## config.mk

```make
export PLATFORM = sky130hd
export DESIGN_NAME = huffman_seq_ctrl
export DESIGN_NICKNAME = d
export VERILOG_FILES = /design/src/rtl/huffman_seq_ctrl.sv
export SDC_FILE = /design/constraint.sdc
export NUM_CORES = 1
export LEC_CHECK = 0
export ABC_CLOCK_PERIOD_IN_PS = 1900
export BUFFER_PORTS_ARGS = -buffer_cell sky130_fd_sc_hd__buf_4
export CELL_PAD_IN_SITES_DETAIL_PLACEMENT = 2
export CELL_PAD_IN_SITES_GLOBAL_PLACEMENT = 2
export CORE_UTILIZATION = 33
export DETAILED_ROUTE_END_ITERATION = 7
export HOLD_SLACK_MARGIN = 0.02
export MAX_ROUTING_LAYER = met4
export PLACE_DENSITY = 0.74
export SLEW_MARGIN = 40
export SYNTH_ARGS = -nofsm -noshare
export SYNTH_HDL_FRONTEND = slang
export SYNTH_SLANG_ARGS = --single-unit
```

## constraint.sdc

```tcl
create_clock -name Clk_in -period 1.9 [get_ports Clk_in]
set_input_delay 0.38 -clock Clk_in [delete_from_list [all_inputs] [get_ports Clk_in]]
set_output_delay 0.38 -clock Clk_in [all_outputs]
set_load 0.01 [all_outputs]
```

## src/rtl/huffman_seq_ctrl.sv

```systemverilog
// -----------------------------------------------------------------------------
// huffman_seq_ctrl
//
// Top-level sequencer for a 10-symbol Huffman encoding path.
//   1. LOAD  : accepts NSYM frequency words in symbol order (0..NSYM-1).
//   2. BUILD : pulses the tree builder and waits for Build_done (with timeout).
//   3. CODE  : pulses the code generator and waits for Code_done (with
//              timeout), then latches the whole code table.
//   4. READY : serves single-cycle symbol -> {len, code} lookups.
//   An ERROR state holds the error code until the next Cfg_go.
//
// Ports
//   Clk_in, n_Rst         clock (rising edge) / asynchronous active-low reset
//   Cfg_go, Abort         start/restart request, force return to IDLE
//   Freq_valid/_data      frequency stream in, Freq_ready accepts it
//   Freq_bus              stored frequencies, symbol 0 in the LSBs
//   Build_start/_done     tree builder handshake
//   Start_code/Code_done  code generator handshake (generator uses the
//                         falling edge of Start_code)
//   Code_bus              generator output table, Code0 in the LSBs
//   Enc_valid/_sym/_ready lookup request
//   Out_valid/_code/_len  lookup result strobe (one cycle, no backpressure)
//   Table_valid, Busy     status
//   Err                   00 none, 01 build timeout, 10 code timeout,
//                         11 all-zero frequencies
// -----------------------------------------------------------------------------
module huffman_seq_ctrl #(
    parameter int NSYM    = 10,
    parameter int FREQ_W  = 8,
    parameter int TIMEOUT = 255,
    parameter int CODE_W  = 13
) (
    input  logic                     Clk_in,
    input  logic                     n_Rst,
    input  logic                     Cfg_go,
    input  logic                     Abort,
    input  logic                     Freq_valid,
    input  logic [FREQ_W-1:0]        Freq_data,
    output logic                     Freq_ready,
    output logic [NSYM*FREQ_W-1:0]   Freq_bus,
    output logic                     Build_start,
    input  logic                     Build_done,
    output logic                     Start_code,
    input  logic                     Code_done,
    input  logic [NSYM*CODE_W-1:0]   Code_bus,
    input  logic                     Enc_valid,
    input  logic [3:0]               Enc_sym,
    output logic                     Enc_ready,
    output logic                     Out_valid,
    output logic [8:0]               Out_code,
    output logic [3:0]               Out_len,
    output logic                     Table_valid,
    output logic                     Busy,
    output logic [1:0]               Err
);

    localparam int CNT_W = $clog2(NSYM);
    localparam int TMO_W = $clog2(TIMEOUT + 1);

    localparam logic [CNT_W-1:0] LAST_SYM = CNT_W'(NSYM - 1);
    localparam logic [3:0]       NSYM_4   = 4'(NSYM);
    // The counter is compared one short of TIMEOUT so the error state is
    // entered exactly TIMEOUT cycles after the start pulse.
    localparam logic [TMO_W-1:0] TMO_LAST = TMO_W'(TIMEOUT - 1);
    localparam logic [TMO_W-1:0] TMO_MAX  = TMO_W'(TIMEOUT);

    typedef enum logic [2:0] {
        S_IDLE,
        S_LOAD,
        S_BUILD,
        S_CODE,
        S_READY,
        S_ERROR
    } state_t;

    state_t               state_reg;
    logic [CNT_W-1:0]     sym_cnt_reg;
    logic [TMO_W-1:0]     tmo_cnt_reg;
    logic                 nz_seen_reg;     // any nonzero frequency seen so far
    logic [1:0]           err_reg;
    logic                 build_start_reg;
    logic                 start_code_reg;
    logic                 out_valid_reg;
    logic [8:0]           out_code_reg;
    logic [3:0]           out_len_reg;
    logic [FREQ_W-1:0]    freq_reg [NSYM];
    logic [CODE_W-1:0]    tbl_reg  [NSYM];

    always_ff @(posedge Clk_in or negedge n_Rst) begin
        if (!n_Rst) begin
            state_reg       <= S_IDLE;
            sym_cnt_reg     <= '0;
            tmo_cnt_reg     <= '0;
            nz_seen_reg     <= 1'b0;
            err_reg         <= 2'b00;
            build_start_reg <= 1'b0;
            start_code_reg  <= 1'b0;
            out_valid_reg   <= 1'b0;
            out_code_reg    <= '0;
            out_len_reg     <= '0;
            for (int i = 0; i < NSYM; i++) begin
                freq_reg[i] <= '0;
                tbl_reg[i]  <= '0;
            end
        end else begin
            // Pulse outputs default low every cycle.
            build_start_reg <= 1'b0;
            start_code_reg  <= 1'b0;
            out_valid_reg   <= 1'b0;

            if (Abort) begin
                // Stored frequencies and table are kept; leaving READY makes
                // the table unusable and any pending result is dropped.
                state_reg <= S_IDLE;
                err_reg   <= 2'b00;
            end else begin
                // A lookup accepted in READY always returns its result, even
                // if Cfg_go leaves READY on the same edge.
                if (state_reg == S_READY && Enc_valid) begin
                    out_valid_reg <= 1'b1;
                    if (Enc_sym < NSYM_4) begin
                        out_code_reg <= tbl_reg[Enc_sym][8:0];
                        out_len_reg  <= tbl_reg[Enc_sym][12:9];
                    end else begin
                        out_code_reg <= '0;
                        out_len_reg  <= '0;
                    end
                end

                case (state_reg)
                    S_IDLE, S_READY, S_ERROR: begin
                        if (Cfg_go) begin
                            state_reg   <= S_LOAD;
                            err_reg     <= 2'b00;
                            sym_cnt_reg <= '0;
                            nz_seen_reg <= 1'b0;
                        end
                    end

                    S_LOAD: begin
                        if (Freq_valid) begin
                            freq_reg[sym_cnt_reg] <= Freq_data;
                            if (sym_cnt_reg == LAST_SYM) begin
                                if (nz_seen_reg || (Freq_data != '0)) begin
                                    state_reg       <= S_BUILD;
                                    build_start_reg <= 1'b1;
                                    tmo_cnt_reg     <= '0;
                                end else begin
                                    state_reg <= S_ERROR;
                                    err_reg   <= 2'b11;
                                end
                            end else begin
                                sym_cnt_reg <= sym_cnt_reg + 1'b1;
                                nz_seen_reg <= nz_seen_reg | (Freq_data != '0);
                            end
                        end
                    end

                    S_BUILD: begin
                        // Done has priority over a simultaneous timeout.
                        if (Build_done) begin
                            state_reg      <= S_CODE;
                            start_code_reg <= 1'b1;
                            tmo_cnt_reg    <= '0;
                        end else if (tmo_cnt_reg == TMO_LAST) begin
                            state_reg   <= S_ERROR;
                            err_reg     <= 2'b01;
                            tmo_cnt_reg <= TMO_MAX;
                        end else begin
                            tmo_cnt_reg <= tmo_cnt_reg + 1'b1;
                        end
                    end

                    S_CODE: begin
                        if (Code_done) begin
                            state_reg <= S_READY;
                            for (int i = 0; i < NSYM; i++) begin
                                tbl_reg[i] <= Code_bus[i*CODE_W +: CODE_W];
                            end
                        end else if (tmo_cnt_reg == TMO_LAST) begin
                            state_reg   <= S_ERROR;
                            err_reg     <= 2'b10;
                            tmo_cnt_reg <= TMO_MAX;
                        end else begin
                            tmo_cnt_reg <= tmo_cnt_reg + 1'b1;
                        end
                    end

                    default: state_reg <= S_IDLE;
                endcase
            end
        end
    end

    // Frequency slots exposed as one flat bus, symbol 0 in the LSBs.
    generate
        for (genvar gi = 0; gi < NSYM; gi++) begin : g_freq_bus
            assign Freq_bus[gi*FREQ_W +: FREQ_W] = freq_reg[gi];
        end
    endgenerate

    // Status outputs decode directly from the registered state.
    assign Freq_ready  = (state_reg == S_LOAD);
    assign Enc_ready   = (state_reg == S_READY);
    assign Table_valid = (state_reg == S_READY);
    assign Busy        = (state_reg == S_LOAD) || (state_reg == S_BUILD) ||
                         (state_reg == S_CODE);

    assign Build_start = build_start_reg;
    assign Start_code  = start_code_reg;
    assign Out_valid   = out_valid_reg;
    assign Out_code    = out_code_reg;
    assign Out_len     = out_len_reg;
    assign Err         = err_reg;

endmodule

```

==> key figures <==
Global routing
  – Grt met1 use: 0.2534
  – Layer with the highest usage after global routing: met2
  – Global routing met2 resource utilization: 0.4160
  – Largest net degree at the start of global routing: 68
  – Global routing usage summed across all routing layers: 0.2309
  – First-pass GRT wire length: 54940 um
  – Number of antenna violations at the first check in global routing: 2
  – Number of global-route vias before repair: 8730
  – Met3 Use GR: 0.05442
  – Global route overflow: 0

Timing
  – Finish-stage setup viols: 101
  – Headroom to the max-slew limit: 0.5858
  – Sum Neg Setup Slack: -3.472 ns
  – Smallest setup slack after layout: -0.1791 ns
  – Fmax: 481.0 MHz
  – Actual transition at the worst max-transition pin: 0.6213 ns
  – Clock Skews: 0.01533 ns
  – Final count of hold timing violations: 0
  – Unrepaired setup endpoints after global routing: true
  – Final Slew Violations: 0
  – Share of the clock period used by the worst path after layout: 1.094
  – Shortest clock period the worst path allows after layout: 2.079 ns

Yosys
  – Cell type contributing the most total cell area after synthesis: sky130_fd_sc_hd__dfrtp_1
  – Most area-consuming cells after synthesis: sky130_fd_sc_hd__dfrtp_1 58%, sky130_fd_sc_hd__mux2_2 23%, sky130_fd_sc_hd__mux4_2 5.5%, sky130_fd_sc_hd__mux2i_1 1.4%, sky130_fd_sc_hd__o21ai_0 1.2%
  – Synthesized area: 10610 um2
  – Fraction of the yosys area taken by sequential cells: 0.5753
  – Main synth FF type: sky130_fd_sc_hd__dfrtp_1
  – Yosys warning count: 0
  – Avg Inst Size Synth: 14.80 um2
  – Synth top area share: 0.5753
  – Number of standard cells after synthesis: 717
  – Count of state elements after synthesis: 244
  – Number of enable-type register cells in the synthesized netlist: 0
  – Yosys cell types: 53
  – Net count after synthesis: 873
  – Ys async rst share: 1.000

Placed design
  – Placed cell count: 1402
  – Estimated wirelength of the detail-placed design: 25540 um
  – I/O Buffers: 251
  – Routability Congestion: 0.8388

Die
  – Die outline height: 181.3 um
  – Horizontal die dimension: 181.3 um
  – Die Area: 32880 um2
  – Total core area: 31640 um2
  – Effective utilization at floorplan: 0.3355
  – I/O pin count: 252
  – Total number of placement rows: 65

Min path
  – Hold wc startpoint: Code_bus[111]
  – Number of cells on the worst hold path: 2
  – Type of the most critical hold path: primary input to flip-flop

Worst setup path
  – Worst endpoint data arrival time: 2.56 ns
  – Launching instance or port of the critical path: sym_cnt_reg[1]
  – Worst reg-to-reg path cell count: 9
  – Startpoint type of the worst setup path: flip-flop
  – Type of the setup path with the least slack: flip-flop to flip-flop
  – R2r startpoint: sym_cnt_reg[1]
  – Required time of the critical path: 2.38 ns
  – Endpoint class of the critical path: flip-flop
  – Maximum fanout along the worst path: 3

Route
  – Via count: 7859
  – Number of DRC violations after detailed routing: 0
  – Remaining antenna violation count after routing: 0
  – Count of TritonRoute iterations in the first routing pass: 4
  – Total wire length: 41530 um
  – Final routed wire length divided by cell count: 27.67 um
  – Drt initial violations: 259
  – Drt via density: 5.236

Pwr
  – Maximum VDD drop: 0.6644 mV
  – Static leakage power: 7.728 nW
  – Power per standard cell area: 1182 nW/um2

Final layout
  – Fin util: 0.5000
  – Count of non-filler cells in the finished layout: 1501
  – Fraction of final layout cells sized beyond drive strength 1: 0.6399
  – # nets final: 1232
  – Signed area change from the synthesized netlist to the final layout: 49.06%
  – Area occupied by multi-input gates: 4778 um2
  – Max FFs per register: 130
  – Register area: 6107 um2
  – Filler instances: 2923

Run status
  – Result of the run: finished with violations
  – Violations in the final reports: setup timing

Clocking
  – TritonCTS clock tree: done
  – CTS buffer count: 28
  – Root buffer cell: sky130_fd_sc_hd__clkbuf_16
  – Latest clock arrival within the worst-skew pair: 0.55 ns
  – Clock-pin slew of the registers on the worst-case setup and hold paths: 0.07 ns
  – Number of levels the H-tree was split into: 1
  – Number of sinks on the clock net: 244
  – Longest Clk Path Bufs: 3

Job
  – # Max-Cap Violations: 0
worst max-delay path: stages (launching register included):
cell and delay (ns):
sky130_fd_sc_hd__dfrtp_1 0.39, sky130_fd_sc_hd__inv_2 0.09, sky130_fd_sc_hd__ha_4 0.14, sky130_fd_sc_hd__nand4b_1 0.13
sky130_fd_sc_hd__buf_4 0.17, sky130_fd_sc_hd__or3b_4 0.38, sky130_fd_sc_hd__a31o_4 0.24, sky130_fd_sc_hd__nand3b_1 0.21
sky130_fd_sc_hd__buf_4 0.18, sky130_fd_sc_hd__o21ai_2 0.09
placed cells by master, fill, tap and decap left out, drive strengths merged, types with 2 or more instances in the layout:
master   count
a21oi       11
a22oi       14
a31o         2
a31oi        2
and2         2
and3         2
buf        358
bufinv       4
clkbuf      53
clkinv       3
dfrtp      244
diode        2
ha           6
inv         10
mux2       224
mux2i       15
mux4        26
nand2       26
nand2b       3
nand3        6
nand3b       2
nand4        2
nand4b       2
nor2        12
nor2b        2
nor3         5
nor4         3
o21ai       27
o2bb2ai      2
o31ai        7
or2          2
or3          2
power breakdown:
group | leakage (nW) | switching (W) | internal, W
clock | 0.482 | 0.00226 | 0.00357
sequential | 3.28 | 0.000836 | 0.00643
combinational | 3.96 | 0.00242 | 0.00319
total | 7.73 | 0.00551 | 0.0132
repair_timing:
action / 4_1_cts / 5_1_grt
resized for setup: 31 / 128
pin swaps: 8 / 12
endpoints found under the setup margin: 220 / 163
gates cloned: 2 / 15
hold buffers: 1 / 0
endpoints found under the hold margin: 58 / 0
buffers inserted: 13 / 16
cell usage after synthesis, types with 2 or more instances:
| cell type | number |
|---|---|
| sky130_fd_sc_hd__dfrtp_1 | 244 |
| sky130_fd_sc_hd__mux2i_1 | 15 |
| sky130_fd_sc_hd__nor2b_1 | 2 |
| sky130_fd_sc_hd__nand3b_1 | 2 |
| sky130_fd_sc_hd__nand4_1 | 2 |
| sky130_fd_sc_hd__nor3_1 | 5 |
| sky130_fd_sc_hd__or2_2 | 2 |
| sky130_fd_sc_hd__nor4_4 | 2 |
| sky130_fd_sc_hd__a22oi_1 | 14 |
| sky130_fd_sc_hd__mux2_2 | 220 |
| sky130_fd_sc_hd__o21ai_0 | 26 |
| sky130_fd_sc_hd__and3_1 | 2 |
| sky130_fd_sc_hd__buf_2 | 16 |
| sky130_fd_sc_hd__nand3_1 | 6 |
| sky130_fd_sc_hd__a31o_2 | 2 |
| sky130_fd_sc_hd__o31ai_1 | 7 |
| sky130_fd_sc_hd__nand2_1 | 18 |
| sky130_fd_sc_hd__a31oi_1 | 2 |
| sky130_fd_sc_hd__ha_1 | 6 |
| sky130_fd_sc_hd__nand2b_1 | 3 |
| sky130_fd_sc_hd__a21oi_1 | 11 |
| sky130_fd_sc_hd__nor2_1 | 12 |
| sky130_fd_sc_hd__or3_1 | 2 |
| sky130_fd_sc_hd__nand4b_1 | 2 |
| sky130_fd_sc_hd__clkbuf_1 | 22 |
| sky130_fd_sc_hd__mux4_2 | 26 |
| sky130_fd_sc_hd__nand2_2 | 8 |
| sky130_fd_sc_hd__and2_1 | 2 |
| sky130_fd_sc_hd__mux2_1 | 4 |
| sky130_fd_sc_hd__o2bb2ai_1 | 2 |
| sky130_fd_sc_hd__inv_1 | 8 |
final timing paths:
path	to	slack [ns]
worst max-delay path	Err[0]	-0.18
worst max register to register	Err[0]	-0.18
worst min register to register	tbl_reg[6]	0.50
min in group asynchronous	tbl_reg[14]	0.40
worst min-delay path	tbl_reg[20]	0.06
max in group asynchronous	tbl_reg[122]	0.80
routing by layer:
layer | vias to the layer above | part of all wire
li1 | 3384 | -
met5 | - | 0
met1 | 4205 | 0.39
met2 | 213 | 0.55
met4 | 0 | 0.025
met3 | 57 | 0.041
through the flow:
step	power [W]	worst slack, ns	hold WS [ns]	cell area (um2)
floorplan	0.009378	0.02223	0.08441	10610
global placement	0.01140	-0.2398	0.4051	13580
detailed placement	0.01171	-0.3227	0.4061	13580
CTS	0.01794	-0.1326	0.04574	14890
global route	0.01936	-0.2418	0.05849	15820
finish	0.01870	-0.1791	0.06316	15820
cells by family (layout without fill, tap and decap cells):
kind of cell	after synthesis	count (layout)	synth area share
multiplexers	265	265	0.3070
flip-flops	244	244	0.5753
AND/OR/NAND/NOR	76	76	0.04173
adder cells (fa/ha/maj)	6	6	0.007074
buffers and inverters	50	430	0.02063
other	0	2	0
AO/OA/AOI/OAI	76	76	0.04822
area by class of cell:
class / count / share of cell area
inverters: 9 / 0.002294
diodes: 2 / 0.0003164
repair buffers: 370 / 0.2151
clock buffers: 42 / 0.05276
flip-flops and latches: 244 / 0.3861
multi-input cells: 423 / 0.3021
well taps: 402 / 0.03180
clock inverters: 9 / 0.009571
Note: power is estimated with default switching activity, not from simulation.
